## src/rtl/disp_sched_pkg.sv

```systemverilog
`default_nettype none
// ============================================================================
// Module   : disp_sched_pkg
// Purpose  : Shared types, constants and helpers for the display scheduler.
//            - N_SRC      : number of 16-bit word sources sharing the display
//            - state_t    : scheduler FSM states
//            - ALERT_PAT  : word shown during the "off" phase of an alert blink
//            - next_valid : round-robin search for the next valid source
// Revision : 1.0  initial release
// ============================================================================
package disp_sched_pkg;

   localparam int          N_SRC     = 4;
   localparam logic [15:0] ALERT_PAT = 16'hEEEE;

   typedef enum logic [1:0] {
      IDLE  = 2'd0,
      SHOW  = 2'd1,
      ALERT = 2'd2
   } state_t;

   typedef struct packed {
      logic       found;
      logic [1:0] idx;
   } nv_t;

   // Search cur+1, cur+2, cur+3 (mod 4) and return the first valid index.
   // Offsets are scanned farthest-first so the nearest valid hit is written
   // last and wins. When nothing else is valid, idx stays at cur.
   function automatic nv_t next_valid(input logic [1:0]       cur,
                                      input logic [N_SRC-1:0] vld);
      nv_t        r;
      logic [1:0] idx;
      r.found = 1'b0;
      r.idx   = cur;
      for (int k = N_SRC - 1; k >= 1; k--) begin
         idx = cur + 2'(k);
         if (vld[idx]) begin
            r.found = 1'b1;
            r.idx   = idx;
         end
      end
      return r;
   endfunction

endpackage
`default_nettype wire

```

## src/rtl/disp_sched_if.sv

```systemverilog
`default_nettype none
// ============================================================================
// Module   : disp_sched_if
// Purpose  : Bundles the word-source inputs, control pulses and display
//            outputs of the display scheduler.
//   ce1ms      1 ms tick from the display driver
//   src_dat    four 16-bit source words, source i at [16i+15:16i]
//   src_stb    per-source load strobe (source 0 = error word)
//   clr        invalidate all sources
//   mode_auto  1 = timed rotation, 0 = manual stepping
//   btn_next   step to the next valid source
//   dat        word to display
//   ptr_P      decimal-point digit (= current source index)
//   cur_src    current source index
//   alert_act  high while an error alert is shown
//   master : drives the inputs (stimulus side)
//   slave  : the scheduler itself
// Revision : 1.0  initial release
// ============================================================================
interface disp_sched_if;
   import disp_sched_pkg::*;

   logic                   ce1ms;
   logic [16*N_SRC-1:0]    src_dat;
   logic [N_SRC-1:0]       src_stb;
   logic                   clr;
   logic                   mode_auto;
   logic                   btn_next;
   logic [15:0]            dat;
   logic [1:0]             ptr_P;
   logic [1:0]             cur_src;
   logic                   alert_act;

   modport master (
      output ce1ms, src_dat, src_stb, clr, mode_auto, btn_next,
      input  dat, ptr_P, cur_src, alert_act
   );

   modport slave (
      input  ce1ms, src_dat, src_stb, clr, mode_auto, btn_next,
      output dat, ptr_P, cur_src, alert_act
   );

endinterface
`default_nettype wire

```

## src/rtl/disp_sched.sv

```systemverilog
`default_nettype none
// ============================================================================
// Module   : disp_sched
// Purpose  : Shares one 4-digit HEX display between four 16-bit word sources.
//            Each source is latched into a shadow register; valid sources are
//            rotated on a dwell timer (or stepped by button) and a new error
//            word pre-empts the rotation with a blinking alert.
// Ports    :
//   clk    system clock
//   rst_n  asynchronous active-low reset
//   disp   disp_sched_if.slave (ce1ms, src_dat, src_stb, clr, mode_auto,
//          btn_next in; dat, ptr_P, cur_src, alert_act out)
// Params   : DWELL_MS, ALERT_MS, BLINK_MS in 1 ms ticks
// Revision : 1.0  initial release
// ============================================================================
module disp_sched
   import disp_sched_pkg::*;
#(
   parameter int unsigned DWELL_MS = 1000,
   parameter int unsigned ALERT_MS = 3000,
   parameter int unsigned BLINK_MS = 250
) (
   input  logic         clk,
   input  logic         rst_n,
   disp_sched_if.slave  disp
);

   localparam logic [15:0] DWELL_LD = 16'(DWELL_MS);
   localparam logic [15:0] ALERT_LD = 16'(ALERT_MS);
   localparam logic [15:0] BLINK_LD = 16'(BLINK_MS);

   // Shadow registers and valid bits
   logic [N_SRC-1:0][15:0] sh_q, sh_d;
   logic [N_SRC-1:0]       vld_q, vld_d;

   // Scheduler state
   state_t      state_q, state_d;
   logic [1:0]  sel_q, sel_d;            // source being shown
   logic [15:0] dwell_q, dwell_d;
   logic [15:0] alert_cnt_q, alert_cnt_d;
   logic [15:0] blink_cnt_q, blink_cnt_d;
   logic        phase_q, phase_d;        // 1 = show error word, 0 = pattern
   logic        mode_auto_q, mode_auto_d;

   // Registered outputs
   logic [15:0] dat_q, dat_d;
   logic [1:0]  ptr_q, ptr_d;
   logic [1:0]  cur_src_q, cur_src_d;
   logic        alert_act_q, alert_act_d;

   // Helpers
   logic        mode_rise;
   logic        dwell_exp;
   logic        step;
   logic [1:0]  lowest;
   nv_t         nv;

   // ------------------------------------------------------------------------
   // Shadow / valid update: a strobe beats clr for its own source.
   // ------------------------------------------------------------------------
   always_comb begin
      sh_d  = sh_q;
      vld_d = vld_q;
      for (int i = 0; i < N_SRC; i++) begin
         if (disp.src_stb[i]) begin
            sh_d[i]  = disp.src_dat[16*i +: 16];
            vld_d[i] = 1'b1;
         end else if (disp.clr) begin
            vld_d[i] = 1'b0;
         end
      end
   end

   // ------------------------------------------------------------------------
   // Next-state logic. Priority: clr > error strobe > expiry / button.
   // ------------------------------------------------------------------------
   always_comb begin
      state_d     = state_q;
      sel_d       = sel_q;
      dwell_d     = dwell_q;
      alert_cnt_d = alert_cnt_q;
      blink_cnt_d = blink_cnt_q;
      phase_d     = phase_q;
      mode_auto_d = disp.mode_auto;

      mode_rise = disp.mode_auto & ~mode_auto_q;
      // <=1 rather than ==1 so a zero count can never stall the rotation
      dwell_exp = disp.mode_auto & disp.ce1ms & (dwell_q <= 16'd1);
      step      = disp.btn_next | dwell_exp;
      nv        = next_valid(sel_q, vld_q);
      lowest    = disp.src_stb[1] ? 2'd1 : (disp.src_stb[2] ? 2'd2 : 2'd3);

      if (disp.clr) begin
         state_d = IDLE;
         sel_d   = 2'd0;
      end else if (disp.src_stb[0]) begin
         // Entry and re-trigger look the same: restart all alert timing
         state_d     = ALERT;
         sel_d       = 2'd0;
         alert_cnt_d = ALERT_LD;
         blink_cnt_d = BLINK_LD;
         phase_d     = 1'b1;
      end else begin
         case (state_q)
            IDLE: begin
               if (|disp.src_stb[N_SRC-1:1]) begin
                  state_d = SHOW;
                  sel_d   = lowest;
                  dwell_d = DWELL_LD;
               end
            end
            SHOW: begin
               if (step) begin
                  if (nv.found) begin
                     sel_d = nv.idx;
                  end
                  dwell_d = DWELL_LD;
               end else if (mode_rise) begin
                  dwell_d = DWELL_LD;
               end else if (disp.mode_auto && disp.ce1ms) begin
                  dwell_d = dwell_q - 16'd1;
               end
            end
            ALERT: begin
               if (disp.ce1ms) begin
                  if (alert_cnt_q <= 16'd1) begin
                     // Source 0 is necessarily valid: it was strobed to get here
                     state_d = SHOW;
                     sel_d   = 2'd0;
                     dwell_d = DWELL_LD;
                  end else begin
                     alert_cnt_d = alert_cnt_q - 16'd1;
                     if (blink_cnt_q <= 16'd1) begin
                        phase_d     = ~phase_q;
                        blink_cnt_d = BLINK_LD;
                     end else begin
                        blink_cnt_d = blink_cnt_q - 16'd1;
                     end
                  end
               end
            end
            default: begin
               state_d = IDLE;
               sel_d   = 2'd0;
            end
         endcase
      end
   end

   // ------------------------------------------------------------------------
   // Output stage: computed from the already-updated state, so every visible
   // change lags its cause by exactly one clock.
   // ------------------------------------------------------------------------
   always_comb begin
      dat_d       = 16'd0;
      ptr_d       = 2'd0;
      cur_src_d   = 2'd0;
      alert_act_d = 1'b0;
      case (state_q)
         SHOW: begin
            dat_d     = sh_q[sel_q];
            ptr_d     = sel_q;
            cur_src_d = sel_q;
         end
         ALERT: begin
            dat_d       = phase_q ? sh_q[0] : ALERT_PAT;
            alert_act_d = 1'b1;
         end
         default: begin
            dat_d = 16'd0;
         end
      endcase
   end

   always_ff @(posedge clk or negedge rst_n) begin
      if (!rst_n) begin
         sh_q        <= '0;
         vld_q       <= '0;
         state_q     <= IDLE;
         sel_q       <= 2'd0;
         dwell_q     <= 16'd0;
         alert_cnt_q <= 16'd0;
         blink_cnt_q <= 16'd0;
         phase_q     <= 1'b0;
         mode_auto_q <= 1'b0;
         dat_q       <= 16'd0;
         ptr_q       <= 2'd0;
         cur_src_q   <= 2'd0;
         alert_act_q <= 1'b0;
      end else begin
         sh_q        <= sh_d;
         vld_q       <= vld_d;
         state_q     <= state_d;
         sel_q       <= sel_d;
         dwell_q     <= dwell_d;
         alert_cnt_q <= alert_cnt_d;
         blink_cnt_q <= blink_cnt_d;
         phase_q     <= phase_d;
         mode_auto_q <= mode_auto_d;
         dat_q       <= dat_d;
         ptr_q       <= ptr_d;
         cur_src_q   <= cur_src_d;
         alert_act_q <= alert_act_d;
      end
   end

   assign disp.dat       = dat_q;
   assign disp.ptr_P     = ptr_q;
   assign disp.cur_src   = cur_src_q;
   assign disp.alert_act = alert_act_q;

endmodule
`default_nettype wire

```

## src/flat_wrapper.sv

```systemverilog
// flat-port wrapper written by rule: the top's interface ports become plain ports
module disp_sched_flat import disp_sched_pkg::*;
#(
   parameter int unsigned DWELL_MS = 1000,
   parameter int unsigned ALERT_MS = 3000,
   parameter int unsigned BLINK_MS = 250
)
  (clk, rst_n, disp_ce1ms, disp_src_dat, disp_src_stb, disp_clr, disp_mode_auto, disp_btn_next, disp_dat, disp_ptr_P, disp_cur_src, disp_alert_act);
  disp_sched_if disp_i ();
  input  logic clk;
  input  logic rst_n;
  input wire logic [$bits(disp_i.ce1ms)-1:0] disp_ce1ms;
  input wire logic [$bits(disp_i.src_dat)-1:0] disp_src_dat;
  input wire logic [$bits(disp_i.src_stb)-1:0] disp_src_stb;
  input wire logic [$bits(disp_i.clr)-1:0] disp_clr;
  input wire logic [$bits(disp_i.mode_auto)-1:0] disp_mode_auto;
  input wire logic [$bits(disp_i.btn_next)-1:0] disp_btn_next;
  output wire logic [$bits(disp_i.dat)-1:0] disp_dat;
  output wire logic [$bits(disp_i.ptr_P)-1:0] disp_ptr_P;
  output wire logic [$bits(disp_i.cur_src)-1:0] disp_cur_src;
  output wire logic [$bits(disp_i.alert_act)-1:0] disp_alert_act;
  assign disp_i.ce1ms = disp_ce1ms;
  assign disp_i.src_dat = disp_src_dat;
  assign disp_i.src_stb = disp_src_stb;
  assign disp_i.clr = disp_clr;
  assign disp_i.mode_auto = disp_mode_auto;
  assign disp_i.btn_next = disp_btn_next;
  assign disp_dat = disp_i.dat;
  assign disp_ptr_P = disp_i.ptr_P;
  assign disp_cur_src = disp_i.cur_src;
  assign disp_alert_act = disp_i.alert_act;
  disp_sched #(.DWELL_MS(DWELL_MS), .ALERT_MS(ALERT_MS), .BLINK_MS(BLINK_MS)) u_core (.clk(clk), .rst_n(rst_n), .disp(disp_i));
endmodule
```

## config.mk

```make
export PLATFORM = sky130hd
export DESIGN_NAME = disp_sched_flat
export DESIGN_NICKNAME = d
export VERILOG_FILES = /design/src/rtl/disp_sched_pkg.sv /design/src/rtl/disp_sched_if.sv /design/src/rtl/disp_sched.sv /design/src/flat_wrapper.sv
export SDC_FILE = /design/constraint.sdc
export NUM_CORES = 1
export LEC_CHECK = 0
export CORE_MARGIN = 2
export CORE_UTILIZATION = 38
export DETAILED_ROUTE_END_ITERATION = 10
export PLACE_DENSITY = 0.61
export SLEW_MARGIN = 20
export SYNTH_ARGS = -nofsm -noshare
export SYNTH_HDL_FRONTEND = slang
export SYNTH_SLANG_ARGS = --single-unit
```

## constraint.sdc

```tcl
create_clock -name clk -period 5.2 [get_ports clk]
set_input_delay 1.04 -clock clk [delete_from_list [all_inputs] [get_ports clk]]
set_output_delay 1.04 -clock clk [all_outputs]
set_load 0.01 [all_outputs]
```

## Yosys cells after proc, flatten, opt, wreduce, memory -nomap -nowiden

Index checks and enable logic that the tools add are counted.

| word-level totals | value |
|---|---|
| output and inout port bits | 21 |
| word-level logic and storage cells | 126 |
| bits in registers | 141 |

| cells by class | value |
|---|---|
| reduce and logical (&&, ||, !) cells | 16 |
| bitwise operators | 8 |
| order comparisons | 7 |
| mux-type cells | 57 |
| equal/unequal tests | 14 |
| add/subtract/negate cells | 6 |

Operators by type and width:

| cell | number |
|---|---|
| two-way mux 16 bit | 17 |
| <= comparator 16 x 1 -> 1 bit, second input constant | 3 |
| one-hot mux 16 bit (3 select lines) | 1 |
| subtractor 16 x 1 -> 16 bit, second input constant | 3 |
| binary-select mux 16 bit (select 2 bit) | 1 |
| one-hot mux 16 bit (2 select lines) | 1 |
| two-way mux 2 bit | 14 |
| != test 4 x 3 -> 1 bit, second input constant | 4 |
| two-way mux 1 bit | 15 |
| nonzero test 2 bit | 7 |
| < comparator 2 x 3 -> 1 bit, second input constant | 4 |
| one-hot mux 2 bit (3 select lines) | 2 |
| two-way mux 3 bit | 3 |
| AND reduction 4 bit | 2 |
| AND reduction 7 bit | 1 |
| binary-select mux 1 bit (select 2 bit) | 3 |
| != test 6 x 3 -> 1 bit, second input constant | 1 |
| AND reduction 6 bit | 1 |
| AND reduction 5 bit | 1 |
| adder 2 bit, second input constant | 2 |
| != test 2 x 1 -> 1 bit, second input constant | 2 |
| != test 2 bit, second input constant | 2 |
| != test 4 x 1 -> 1 bit, second input constant | 1 |
| != test 4 bit, second input constant | 1 |
| other kinds (11) | 16 |

## Depth between registers and ports, before layout

| logic depth | value |
|---|---|
| word-level depth | 11 |
| depth in mapped cells | 9 |

## Worst setup path before layout

Ideal clock, no wire load.

| path | value |
|---|---|
| path kind | flip-flop to flip-flop |
| from | reg u_core.alert_cnt_q[4] |
| to | reg u_core.dwell_q[11] |
| clock period less this slack | 2.652 ns |
| stages on the path, launching flop included | 9 |
| path buffers | 2 |
| path slack | 2.548 ns |
| arrival | 2.560 ns |
| required time | 5.108 ns |
| library setup time | 0.092 ns |
| cells stage by stage | dfrtp_1 -> or4_4 -> or3_1 -> buf_2 -> o41ai_4 -> nand2b_2 -> or3_1 -> buf_2 -> o31ai_2 |

| on the way | value |
|---|---|
| longest elaborated chain between the ends | 3 |

Ends and longest elaborated chain:

| what | line | RTL |
|---|---|---|
| start, declared | disp_sched.sv:40 | `logic [15:0] alert_cnt_q, alert_cnt_d;` |
| start signal, assigned | disp_sched.sv:196 | `alert_cnt_q <= alert_cnt_d;` |
| <= comparator 16 x 1 -> 1 bit | disp_sched.sv:126 | `if (alert_cnt_q <= 16'd1) begin` |
| != test 2 x 1 -> 1 bit (no source line) | -- |  |
| AND reduction 7 bit (no source line) | -- |  |
| end signal, assigned | disp_sched.sv:195 | `dwell_q <= dwell_d;` |
| end, declared | disp_sched.sv:39 | `logic [15:0] dwell_q, dwell_d;` |

Every way passes these cells.
A chain may end at the register's enable or synchronous reset.

## Worst setup path after layout

| path | value |
|---|---|
| from | in disp_clr |
| to | reg u_core.blink_cnt_q[9] |

| on the way | value |
|---|---|
| longest elaborated chain between the ends | 2 |

Ends and longest elaborated chain:

| what | line | RTL |
|---|---|---|
| start, declared | flat_wrapper.sv:15 | `input wire logic [$bits(disp_i.clr)-1:0] disp_clr;` |
| NOT 1 bit (no source line) | -- |  |
| AND reduction 4 bit (no source line) | -- |  |
| end signal, assigned | disp_sched.sv:197 | `blink_cnt_q <= blink_cnt_d;` |
| end, declared | disp_sched.sv:41 | `logic [15:0] blink_cnt_q, blink_cnt_d;` |

Every way passes these cells.

==> results.cfg <==
[run_status]
status = completed

[place]
dpl.hpwl_um = 11100
place_inst = 916
place_ws_ps = 1820
place.gp.congestion = 0.812
port_buffers = 94

[clocking]
tritoncts = built
worstSkewPairLatency_ps = 420
htree_num_levels = 4
cts-root-buf = clkbuf_16
cts_inserted_buffers = 17
holdBufCountCts = 0
cts_resized = 0
path_clk_slew_ps = 60
post_cts_buffers = 0
clock_path_buffers = 2
cts_sinks = 141

[pwr]
switching_share_pct = 26.5
power_switching_mw = 0.741
power_density_nw_per_um2 = 324
finalPower_mw = 2.79
power_leakage_nw = 3.41
combPwrFrac_pct = 12.6
intPower_mw = 2.05
seq_power_share_pct = 44.2
vdd_drop_max_uv = 233
clkPwrFrac_pct = 43.1

[detailed_routing]
dr.pass1.iters = 4
via_count = 5037
via_per_inst = 5.31
drc_errors = 0
antenna_left = 0
finalWirelength_um = 16400
routedWlPerCell_um = 17.3
dr.first_iter.drc_count = 228

[worst_setup_path]
critPathBufInv = 3
path_class = in2reg
cp_common_cell = nor2_1
cp_max_fo = 26
critPathLaunchType = primary input
arrival_ps = 3260
path_cells = clkdlybuf4s50_1, inv_1, and3_1, o31a_1, buf_4, a21oi_1, nor2_1, nor2_1
crit_family = buffers and inverters
max_stage_delay_ps = 570
cp-end-kind = flip-flop
required_ps = 5480
slowest_stage = clkdlybuf4s50_1

[synthesis]
netlist_top_cells_area = dfrtp_1 (52%), mux2_2 (10%), mux4_2 (3.6%), nor2_1 (2.9%), xor2_1 (2.8%)
yosysTopAreaCell = dfrtp_1
yosysSeqAreaShare_pct = 51.6
yosys-top-cells-count = dfrtp_1 (141), mux2_2 (63), nor2_1 (52)
synth_cells = 617
ys.warnings.count = 0
synth.top_cell.area_share_pct = 51.6
ys.flop_type = dfrtp_1
async_flop_share_pct = 100
synth.most_common_cell = dfrtp_1
synth.ff_latch_count = 141
syn_nets = 700
synth_edf_count = 0
avgSynthCellArea_um2 = 11.1
synth_cell_type_count = 60
synth_area_um2 = 6830

[timing]
slew_violations = 0
tightest_slew_ps = 1030
setup_ws_ps = 2220
setup_violations = 0
tns_ps = 0
fmax_ghz = 0.335
finalHoldViolations = 0
rsz0062_at_grt = no
relSlewSlack_pct = 31.0
hold_ws_ps = 497
clock_skew_ps = 7.58
period_share_pct = 57.4
finalCriticalPeriod_ps = 2980

[die]
die_area_um2 = 19100
row_count = 49
die_w_um = 138
coreArea_um2 = 17800
die_h_um = 138
start_util_pct = 38.4
boundaryPins = 95

[cells_and_area]
syn2layout_area_growth_pct = 26.1
final_cells = 949
drive_above_1_share_pct = 17.4
diodes = 0
finalNetCount = 790

[grt]
globalRouteOverflowTotal = 0
grtUsageTotal_pct = 17.8
grt_first_pass_wirelength_um = 26900
first_global_vias = 5191
antenna_found_initial = 0
grt_max_degree = 110

[run]
drv_cap = 0

[hold_path]
hold_path.class = in2async
## worst paths after layout
check	cells past startpoint	end	slack, ps	from
worst max-delay path	8	u_core.blink_cnt_q[9]$_DFFE_PN0P_	2220	disp_clr
worst max register to register	6	u_core.dwell_q[11]$_DFFE_PN0P_	2260	u_core.alert_cnt_q[4]$_DFFE_PN0P_
min in group clk	1	u_core.sh_q[35]$_DFFE_PN0P_	500	u_core.sh_q[35]$_DFFE_PN0P_
worst min register to register	1	u_core.sh_q[35]$_DFFE_PN0P_	500	u_core.sh_q[35]$_DFFE_PN0P_
worst min-delay path	1	u_core.dwell_q[12]$_DFFE_PN0P_	500	rst_n
max in group asynchronous	3	u_core.blink_cnt_q[8]$_DFFE_PN0P_	3520	rst_n
## power groups by stage
stage	logic [mW]	clock network, mW	registers [mW]
5_1_grt	0.389	1.29	1.24
3_5_place_dp	0.354	0	1.25
4_1_cts	0.356	1.23	1.23
6_report	0.353	1.20	1.23
3_3_place_gp	0.347	0	1.25
2_1_floorplan	0.206	0	1.24
## per-stage QoR
stage	util, %	instance area (um^2)
after floorplan	-	6830
after global placement	45.0	8000
after detailed placement	45.0	8000
after CTS	48.3	8590
after global routing	48.5	8620
final	48.5	8620
## cells by family after synthesis
logic type / share of synthesized area [%]
xor gates and xnor gates: 3.72
DFF: 51.6
buffers and inverters: 3.33
AOI/OAI and AO/OA: 12.8
muxes: 15.0
adders and majority gates: 1.65
and+or+nand+nor: 11.8
## state kept, by name, indices dropped and copies added, names as in the netlist
name                   count
u_core.blink_cnt_q        16
u_core.disp.dat           16
u_core.disp.ptr_P          2
u_core.alert_cnt_q        16
u_core.mode_auto_q         1
u_core.state_q             2
u_core.vld_q               4
u_core.phase_q             1
u_core.dwell_q            16
u_core.sel_q               2
u_core.sh_q               64
u_core.disp.alert_act      1
## final cells by class
class / count / area, um^2
clock buffers: 18 / 439
clock inverters: 14 / 150
fillers: 1616 / 9160
inverters: 24 / 90.1
multi-input cells: 418 / 3080
flip-flops and latches: 141 / 3530
well taps: 229 / 287
repair buffers: 105 / 1040
## cell usage in the layout (no fill, tap or decap), types with 3 or more instances in the layout
cell type / instances
nand3_1: 7
xor2_1: 22
buf_4: 10
clkbuf_16: 17
nor3b_1: 3
inv_1: 24
o22ai_1: 5
or3_1: 7
a21oi_1: 13
inv_8: 4
a22oi_1: 6
o2111ai_1: 3
and2_1: 3
nor2_1: 52
nand2b_1: 6
o21ai_0: 22
dfrtp_1: 141
a31oi_1: 3
mux2i_1: 7
nor4_1: 7
a211oi_1: 7
clkdlybuf4s50_1: 93
xnor2_1: 7
nand2_1: 46
o211ai_1: 12
o31ai_1: 3
nor3_1: 19
nor2b_1: 7
a21o_1: 3
clkinvlp_4: 3
ha_1: 9
nand3b_1: 3
a21boi_0: 11
mux4_2: 11
inv_6: 4
o21ai_1: 22
mux2_2: 63
## per-layer routing
metal  share of wire, %  GRT usage (%)  vias up
met5                  0              0        -
met4                1.4           5.80        0
met2                 49           29.7      119
met1                 43           21.9     2515
li1                   -              -     2384
met3                6.6           5.82       19
(Power assumes the default switching activity.)
